**config.mk**
```make
export PLATFORM = sky130hd
export DESIGN_NAME = fft_peak_tracker
export DESIGN_NICKNAME = d
export VERILOG_FILES = /design/src/rtl/fft_pkg.sv /design/src/rtl/fft_peak_tracker.sv
export SDC_FILE = /design/constraint.sdc
export NUM_CORES = 1
export LEC_CHECK = 0
export CORE_ASPECT_RATIO = 0.9
export CORE_UTILIZATION = 30
export DETAILED_ROUTE_END_ITERATION = 6
export PLACE_DENSITY = 0.56
export SETUP_SLACK_MARGIN = 0.5
export SLEW_MARGIN = 20
export SYNTH_ARGS = -nofsm -noshare
export SYNTH_HDL_FRONTEND = slang
export SYNTH_SLANG_ARGS = --single-unit
```
**constraint.sdc**
```tcl
create_clock -name clk -period 6.3 [get_ports clk]
set_input_delay 1.26 -clock clk [delete_from_list [all_inputs] [get_ports clk]]
set_output_delay 1.26 -clock clk [all_outputs]
set_load 0.05 [all_outputs]
```
**src/rtl/fft_pkg.sv**
```systemverilog
// fft_pkg: shared definitions for the FFT peak tracker.
//   BIN_COUNT     - number of magnitude bins per frame
//   MAG_W_DEFAULT - default width of one bin magnitude
//   state_t       - tracker FSM states
//   acc_width()   - accumulator width for a given magnitude width and frame count
package fft_pkg;

   localparam int BIN_COUNT     = 4;
   localparam int MAG_W_DEFAULT = 8;

   typedef enum logic [1:0] {
      ST_ACCUM = 2'd0,
      ST_SCAN  = 2'd1,
      ST_HOLD  = 2'd2
   } state_t;

   // Enough headroom for frames * (2^mag_w - 1); never narrower than mag_w+1.
   function automatic int acc_width(input int mag_w, input int frames);
      int w;
      w = mag_w + $clog2(frames);
      if (frames < 2) w = mag_w + 1;
      return w;
   endfunction

endpackage

```
**src/rtl/fft_peak_tracker.sv**
```systemverilog
// fft_peak_tracker: sums FRAMES magnitude frames per bin, then scans the four
// sums and reports the bin with the largest total (lowest index wins ties).
//   clk                 - clock, rising edge
//   rst                 - asynchronous active-high reset
//   in_valid / in_ready - frame handshake; ready only while accumulating
//   X0_mag..X3_mag      - bin magnitudes of the current frame
//   out_valid/out_ready - result handshake; result held until accepted
//   peak_bin, peak_sum  - winning bin index and its summed magnitude
module fft_peak_tracker
   import fft_pkg::*;
#(
   parameter  int FRAMES = 4,
   parameter  int MAG_W  = MAG_W_DEFAULT,
   localparam int ACC_W  = acc_width(MAG_W, FRAMES)
) (
   input  logic             clk,
   input  logic             rst,
   input  logic             in_valid,
   output logic             in_ready,
   input  logic [MAG_W-1:0] X0_mag,
   input  logic [MAG_W-1:0] X1_mag,
   input  logic [MAG_W-1:0] X2_mag,
   input  logic [MAG_W-1:0] X3_mag,
   output logic             out_valid,
   input  logic             out_ready,
   output logic [1:0]       peak_bin,
   output logic [ACC_W-1:0] peak_sum
);

   localparam int                FCNT_W    = $clog2(FRAMES + 1);
   localparam logic [FCNT_W-1:0] FCNT_LAST = FCNT_W'(FRAMES - 1);

   state_t             state;
   logic [ACC_W-1:0]   acc [BIN_COUNT];
   logic [FCNT_W-1:0]  fcnt;
   logic [1:0]         sidx;
   logic [1:0]         best_bin;
   logic [ACC_W-1:0]   best_sum;
   logic [MAG_W-1:0]   mag [BIN_COUNT];
   logic               accept;

   assign mag[0] = X0_mag;
   assign mag[1] = X1_mag;
   assign mag[2] = X2_mag;
   assign mag[3] = X3_mag;

   // Gated by rst so the block reports not-ready while held in reset and
   // ready immediately once reset releases.
   assign in_ready = (state == ST_ACCUM) && !rst;
   assign accept   = in_valid && in_ready;

   always_ff @(posedge clk or posedge rst) begin
      if (rst) begin
         state     <= ST_ACCUM;
         for (int k = 0; k < BIN_COUNT; k++) acc[k] <= '0;
         fcnt      <= '0;
         sidx      <= '0;
         best_bin  <= '0;
         best_sum  <= '0;
         out_valid <= 1'b0;
         peak_bin  <= '0;
         peak_sum  <= '0;
      end else begin
         case (state)
            // Accumulate accepted frames; the last one is included before scanning.
            ST_ACCUM: begin
               if (accept) begin
                  for (int k = 0; k < BIN_COUNT; k++)
                     acc[k] <= acc[k] + ACC_W'(mag[k]);
                  fcnt <= fcnt + 1'b1;
                  if (fcnt == FCNT_LAST) begin
                     state <= ST_SCAN;
                     sidx  <= '0;
                  end
               end
            end
            // One bin per cycle; bin 0 seeds the best, later bins must be strictly larger.
            ST_SCAN: begin
               if (sidx == 2'd0 || acc[sidx] > best_sum) begin
                  best_sum <= acc[sidx];
                  best_bin <= sidx;
               end
               sidx <= sidx + 1'b1;
               if (sidx == 2'd3) state <= ST_HOLD;
            end
            // Publish the scan result, then wait for the consumer.
            ST_HOLD: begin
               if (!out_valid) begin
                  out_valid <= 1'b1;
                  peak_bin  <= best_bin;
                  peak_sum  <= best_sum;
               end else if (out_ready) begin
                  out_valid <= 1'b0;
                  for (int k = 0; k < BIN_COUNT; k++) acc[k] <= '0;
                  fcnt      <= '0;
                  state     <= ST_ACCUM;
               end
            end
            default: state <= ST_ACCUM;
         endcase
      end
   end

endmodule

```
==> impl_metrics.py, run 1 <==
metrics = {
    "finish": {
        "syn2layout_area_growth_pct": 21.5,
        "utilization_pct": 37.5,
        "drive_above_1_share_pct": 11.9,
        "final_common_cell": "dfrtp_1",
        "final_cell_mix": "dfrtp_1, clkdlybuf4s50_1, ha_1",
        "diodes": 0,
        "fillers": 1499,
        "fin_nets": 593,
        "final_cells": 714,
    },
    "timing": {
        "setup_tns_ns": 0,
        "slew_headroom_pct": 30.6,
        "worstMarginPinSlew_ns": 1.03,
        "fin_crit_sh_pct": 66.4,
        "finalWorstPathRequiredPeriod_ns": 4.19,
        "grt_setup_unrepaired": "false",
        "finalHoldViolations": 0,
        "finalSetupViolations": 0,
        "clock.fmax_mhz": 239,
        "clock_skew_ns": 0.00713,
        "fin_ws_ns": 2.11,
        "maxSlewViolCount": 0,
    },
    "clock_tree": {
        "post_cts_resized": 0,
        "htree_levels": 3,
        "postCtsHoldBufs": 0,
        "root_buffer": "clkbuf_16",
        "numCtsBuffers": 9,
        "clk_pin_slew_ns": 0.06,
        "clockBufferDepth": 2,
        "cts_tree": "done",
        "post-cts-setup-buffers": 0,
        "clock_latency_ns": 0.34,
        "cts.sinks": 72,
    },
    "grt": {
        "grt_usage_pct": 14.9,
        "antenna_found_initial": 0,
        "grt_pass1_vias": 3628,
        "overflow": 0,
        "grt_pass1_wl_um": 18500,
        "grt_max_degree": 70,
    },
    "power_and_ir_drop": {
        "power_frac_comb_pct": 52.2,
        "power_density_mw_per_mm2": 528,
        "p_leak_nw": 2.54,
        "power.switching_mw": 1.26,
        "sequentialPowerShare_pct": 29.5,
        "ir_drop_mv": 0.233,
        "clkPwrFrac_pct": 18.3,
        "switching_share_pct": 41.3,
        "power_mw": 3.06,
        "p_int_mw": 1.79,
    },
    "synth": {
        "async_flop_share_pct": 100,
        "ys.flop_type": "dfrtp_1",
        "ys_top_cells_by_area": "dfrtp_1, ha_1, mux4_2",
        "synth_top_area_share_pct": 37.8,
        "yosysWarnings": 0,
        "netlist_area_mm2": 0.00476,
        "synth_top_area_cell": "dfrtp_1",
        "synth_area_per_cell_um2": 10.3,
        "ys_ff_latch": 72,
        "synth_edf_count": 0,
        "ys_seq_area_share_pct": 37.8,
        "synthDistinctLibCells": 47,
        "synthCells": 462,
        "syn_nets": 548,
    },
    "drt": {
        "vias": 3598,
        "ant_nets": 0,
        "wirelength_um": 10900,
        "drc_errors": 0,
        "first_pass_iters": 4,
        "wire_per_inst_um": 15.2,
        "vias_per_cell": 5.04,
        "drtIter0Drc": 264,
    },
    "die": {
        "die_x_um": 135,
        "fp.dieH_um": 122,
        "core_mm2": 0.0154,
        "fp-row-count": 43,
        "start_util_pct": 30.8,
        "die_area_mm2": 0.0164,
        "ios": 50,
    },
    "placement": {
        "post-place-cells": 698,
        "io_buffer_count": 49,
        "post-place-ws_ns": 2.06,
        "gp_congestion": 0.842,
        "dp_hpwl_um": 8240,
    },
    "setup_path": {
        "worst-r2r-cell-count": 7,
        "crit_arrival_ns": 2.93,
        "startpoint_type": "primary input",
        "critPathRequiredTime_ns": 5.04,
        "cp-end-kind": "output port",
        "r2r-start": "sidx[0]",
        "crit_start": "rst",
        "cp_max_fo": 3,
        "critical_path_class": "primary input to output port",
    },
    "min_path": {
        "holdPathStages": 1,
        "hp-class": "register to register",
        "min-delay-start": "acc[9]",
    },
    "flow_run": {
        "cap_violations": 0,
    },
    "run_status": {
        "status": "finished clean",
    },
}
[critical path: stages]
cell	delay, ns
clkdlybuf4s50_1	0.46
nor3_1	0.33
clkdlybuf4s50_1	0.88
[registers in the layout, summed over array words and instances, names as in the netlist]
register,flops
sidx,2
peak_bin,2
best_bin,2
peak_sum,10
out_valid,1
acc,40
state,2
fcnt,3
best_sum,10
[path summary, 6_finish.rpt]
| path | to | slack [ns] |
|---|---|---|
| max in group asynchronous | acc[35] | 3.88 |
| min in group asynchronous | state[1] | 1.42 |
| max reg2reg | best_sum[0] | 2.56 |
| min | acc[9] | 0.49 |
| max | in_ready | 2.11 |
| min reg2reg | acc[9] | 0.49 |
[through the flow]
stage,hold slack (ns),instance area [um^2]
6_report,0.487,5780
3_3_place_gp,0.479,5450
3_5_place_dp,0.479,5450
4_1_cts,0.486,5780
2_1_floorplan,0.443,4760
5_1_grt,0.501,5780
[cell type report]
cell class | instances | area (um^2) | share of cell area, %
Tap cell | 202 | 253 | 4.37
Multi-Input combinational cell | 339 | 2760 | 47.7
Sequential cell | 72 | 1800 | 31.1
Inverter | 33 | 124 | 2.14
Timing Repair Buffer | 52 | 513 | 8.87
Clock inverter | 5 | 78.8 | 1.36
Clock buffer | 11 | 253 | 4.37
[synth_stat cells, drive strengths merged, types with 4 or more instances]
| cell | count |
|---|---|
| nor3 | 7 |
| xor2 | 15 |
| o21ai | 43 |
| o211ai | 4 |
| clkbuf | 13 |
| nor2 | 9 |
| mux2i | 4 |
| nand2 | 30 |
| a31oi | 4 |
| a2111oi | 4 |
| dfrtp | 72 |
| ha | 46 |
| mux4 | 10 |
| o21bai | 4 |
| buf | 5 |
| o31ai | 8 |
| inv | 33 |
| nand3 | 40 |
| mux2 | 24 |
| o21a | 10 |
| a211oi | 10 |
| nand2b | 6 |
| fa | 4 |
| a21o | 7 |
| a21oi | 18 |
| nor2b | 5 |
[metal layers]
layer | GRT usage, % | vias up | wire length [um]
met5 | 0 | - | 0
met4 | 5.13 | 0 | 193
met2 | 24.6 | 55 | 5170
met1 | 18.7 | 1734 | 5090
met3 | 4.09 | 14 | 411
li1 | - | 1795 | -
[power by group through the flow]
stage	sequential (mW)	clock [mW]	combinational [mW]
final	0.901	0.558	1.60
after global routing	0.942	0.596	1.80
after CTS	0.907	0.574	1.61
after detailed placement	0.915	0	1.60
after global placement	0.905	0	1.56
after floorplan	0.916	0	1.19
[cell families (layout without fill, tap and decap cells)]
group	after synthesis	count (layout)	synth area share [%]
flops	72	72	37.8
simple gates	111	111	12.1
fa+ha+maj	50	50	13.8
mux	38	38	12.0
buf+inv	51	101	4.26
compound gates	125	125	17.2
xor+xnor	15	15	2.76
(Power assumes the default switching activity.)
==> run 2, diff against run 1 <==
==> constraint.sdc (replaced) <==
create_clock -name clk -period 4.1 [get_ports clk]
set_input_delay 0.82 -clock clk [delete_from_list [all_inputs] [get_ports clk]]
set_output_delay 0.82 -clock clk [all_outputs]
set_load 0.05 [all_outputs]
==> impl_metrics.py, run 2 (same netlist as run 1, synthesis figures left out) <==
metrics = {
    "run_status": {
        "status": "finished clean",
    },
    "setup_path": {
        "crit_arrival_ns": 2.53,
        "cp_num_buf_inv": 2,
        "critPathRequiredTime_ns": 3.28,
        "path_delay_family": "buffers and inverters",
        "cp-end-kind": "output port",
        "critical_path.slowest_cell": "clkdlybuf4s50_1",
        "critical_path_class": "primary input to output port",
        "crit_top_cell": "clkdlybuf4s50_1",
        "startpoint_type": "primary input",
        "crit_chain": "clkdlybuf4s50_1 > nor3_1 > clkdlybuf4s50_1",
        "cp_max_fo": 3,
        "critPathMaxStageDelay_ns": 0.88,
    },
    "power_and_ir_drop": {
        "power_frac_comb_pct": 52.9,
        "ir_drop_mv": 0.292,
        "p_int_mw": 2.76,
        "switching_share_pct": 41.5,
        "power_mw": 4.71,
        "sequentialPowerShare_pct": 29.3,
        "power.switching_mw": 1.96,
        "power_density_mw_per_mm2": 813,
        "p_leak_nw": 2.54,
        "clkPwrFrac_pct": 17.8,
    },
    "clock_tree": {
        "clk_pin_slew_ns": 0.06,
        "clock_latency_ns": 0.34,
        "cts.sinks": 72,
        "postCtsHoldBufs": 0,
        "root_buffer": "clkbuf_16",
        "cts_tree": "done",
        "post_cts_resized": 0,
        "numCtsBuffers": 9,
        "post-cts-setup-buffers": 0,
        "htree_levels": 3,
        "clockBufferDepth": 2,
    },
    "drt": {
        "wirelength_um": 11100,
        "wire_per_inst_um": 15.5,
        "ant_nets": 0,
        "vias_per_cell": 5.09,
        "vias": 3653,
        "first_pass_iters": 4,
        "drtIter0Drc": 223,
        "drc_errors": 0,
    },
    "finish": {
        "drive_above_1_share_pct": 12.2,
        "fillers": 1500,
        "largest_reg_flops": 40,
        "syn2layout_area_growth_pct": 21.8,
        "top_regs": "acc: 40 flops, best_sum: 10 flops, peak_sum: 10 flops",
        "largest-register": "acc",
        "fin_nets": 596,
        "final_cell_mix": "dfrtp_1, clkdlybuf4s50_1, ha_1",
        "regArea_mm2": 0.00180,
        "final_common_cell": "dfrtp_1",
        "multi_input_area_mm2": 0.00276,
        "diodes": 0,
    },
    "die": {
        "start_util_pct": 30.8,
        "core_mm2": 0.0154,
        "ios": 50,
        "die_x_um": 135,
        "fp.dieH_um": 122,
        "die_area_mm2": 0.0164,
        "fp-row-count": 43,
    },
    "grt": {
        "grt_pass1_wl_um": 18200,
        "antenna_found_initial": 0,
        "grt_max_degree": 70,
        "overflow": 0,
        "grt_usage_pct": 14.6,
        "grt_pass1_vias": 3598,
    },
    "timing": {
        "worstMarginPinSlew_ns": 0.704,
        "clock_skew_ns": 0.0104,
        "finalWorstPathRequiredPeriod_ns": 3.35,
        "grt_setup_unrepaired": "false",
        "whs_ns": 0.477,
        "maxSlewViolCount": 0,
        "slew_headroom_pct": 53.1,
        "setup_tns_ns": 0,
        "finalHoldViolations": 0,
        "finalSetupViolations": 0,
        "clock.fmax_mhz": 298,
        "fin_crit_sh_pct": 81.8,
    },
    "placement": {
        "io_buffer_count": 49,
        "dp_hpwl_um": 8280,
        "gp_congestion": 0.791,
    },
    "flow_run": {
        "cap_violations": 0,
    },
    "min_path": {
        "hp-class": "register to register",
    },
}
[run 2: changes by cell type in the layout (fill, tap and decap cells not counted)]
cell        before  now
inv_4            0    1
inv_2            1    0
clkinv_4         1    0
clkinv_2         2    1
clkbuf_1         0    1
clkbuf_8         2    1
clkinvlp_4       0    2
buf_4            3    6
[run 2: path summary, 6_finish.rpt]
path                            cells after the start     from  slack [ns]           to
worst max-delay path                                3      rst        0.75     in_ready
worst min-delay path                                1   acc[9]        0.48       acc[9]
worst max register to register                      8  sidx[0]        0.83  best_sum[3]
worst min register to register                      1   acc[9]        0.48       acc[9]
max in group asynchronous                           3      rst        2.44      acc[14]
min in group asynchronous                           2      rst        0.99      sidx[1]
[run 2: routing by layer]
layer	track usage, %	up-vias	share of wire (%)
met3	3.09	9	3.2
li1	-	1805	-
met2	23.8	60	47
met1	19.5	1779	49
met4	4.07	0	1.1
met5	0	-	0
[run 2: final cells by class]
class / count / share of cell area [%]
Inverter: 33 / 2.18
Tap cell: 202 / 4.36
Sequential cell: 72 / 31.1
Clock buffer: 11 / 4.18
Timing Repair Buffer: 55 / 9.23
Clock inverter: 5 / 1.38
Multi-Input combinational cell: 339 / 47.6
[run 2: power by group through the flow]
stage               registers (mW)  clock network (mW)  logic (mW)
floorplan                     1.41                   0        1.83
global placement              1.38                   0        2.43
detailed placement            1.40                   0        2.49
CTS                           1.39               0.857        2.51
global route                  1.44               0.888        2.79
finish                        1.38               0.841        2.49
[run 2: stage by stage]
stage                     area, um^2  setup slack [ns]  util, %  cells
final                           5800             0.748     37.6    717
after global routing            5800             0.632     37.6    717
after CTS                       5800             0.654     37.5    717
after detailed placement        5480             0.660     35.5    701
after global placement          5470             0.744     35.4    701
after floorplan                 4760             0.986        -    462
[run 2: worst reg2reg max path: cells and delay by family, from the launching register on]
family                   cells  cell delay (ns)
AND/OR/NAND/NOR              1             0.05
buffers and inverters        1             0.21
adder cells (fa/ha/maj)      1             0.33
flip-flops                   1             0.79
multiplexers                 2             0.97
AO/OA/AOI/OAI                3             0.79
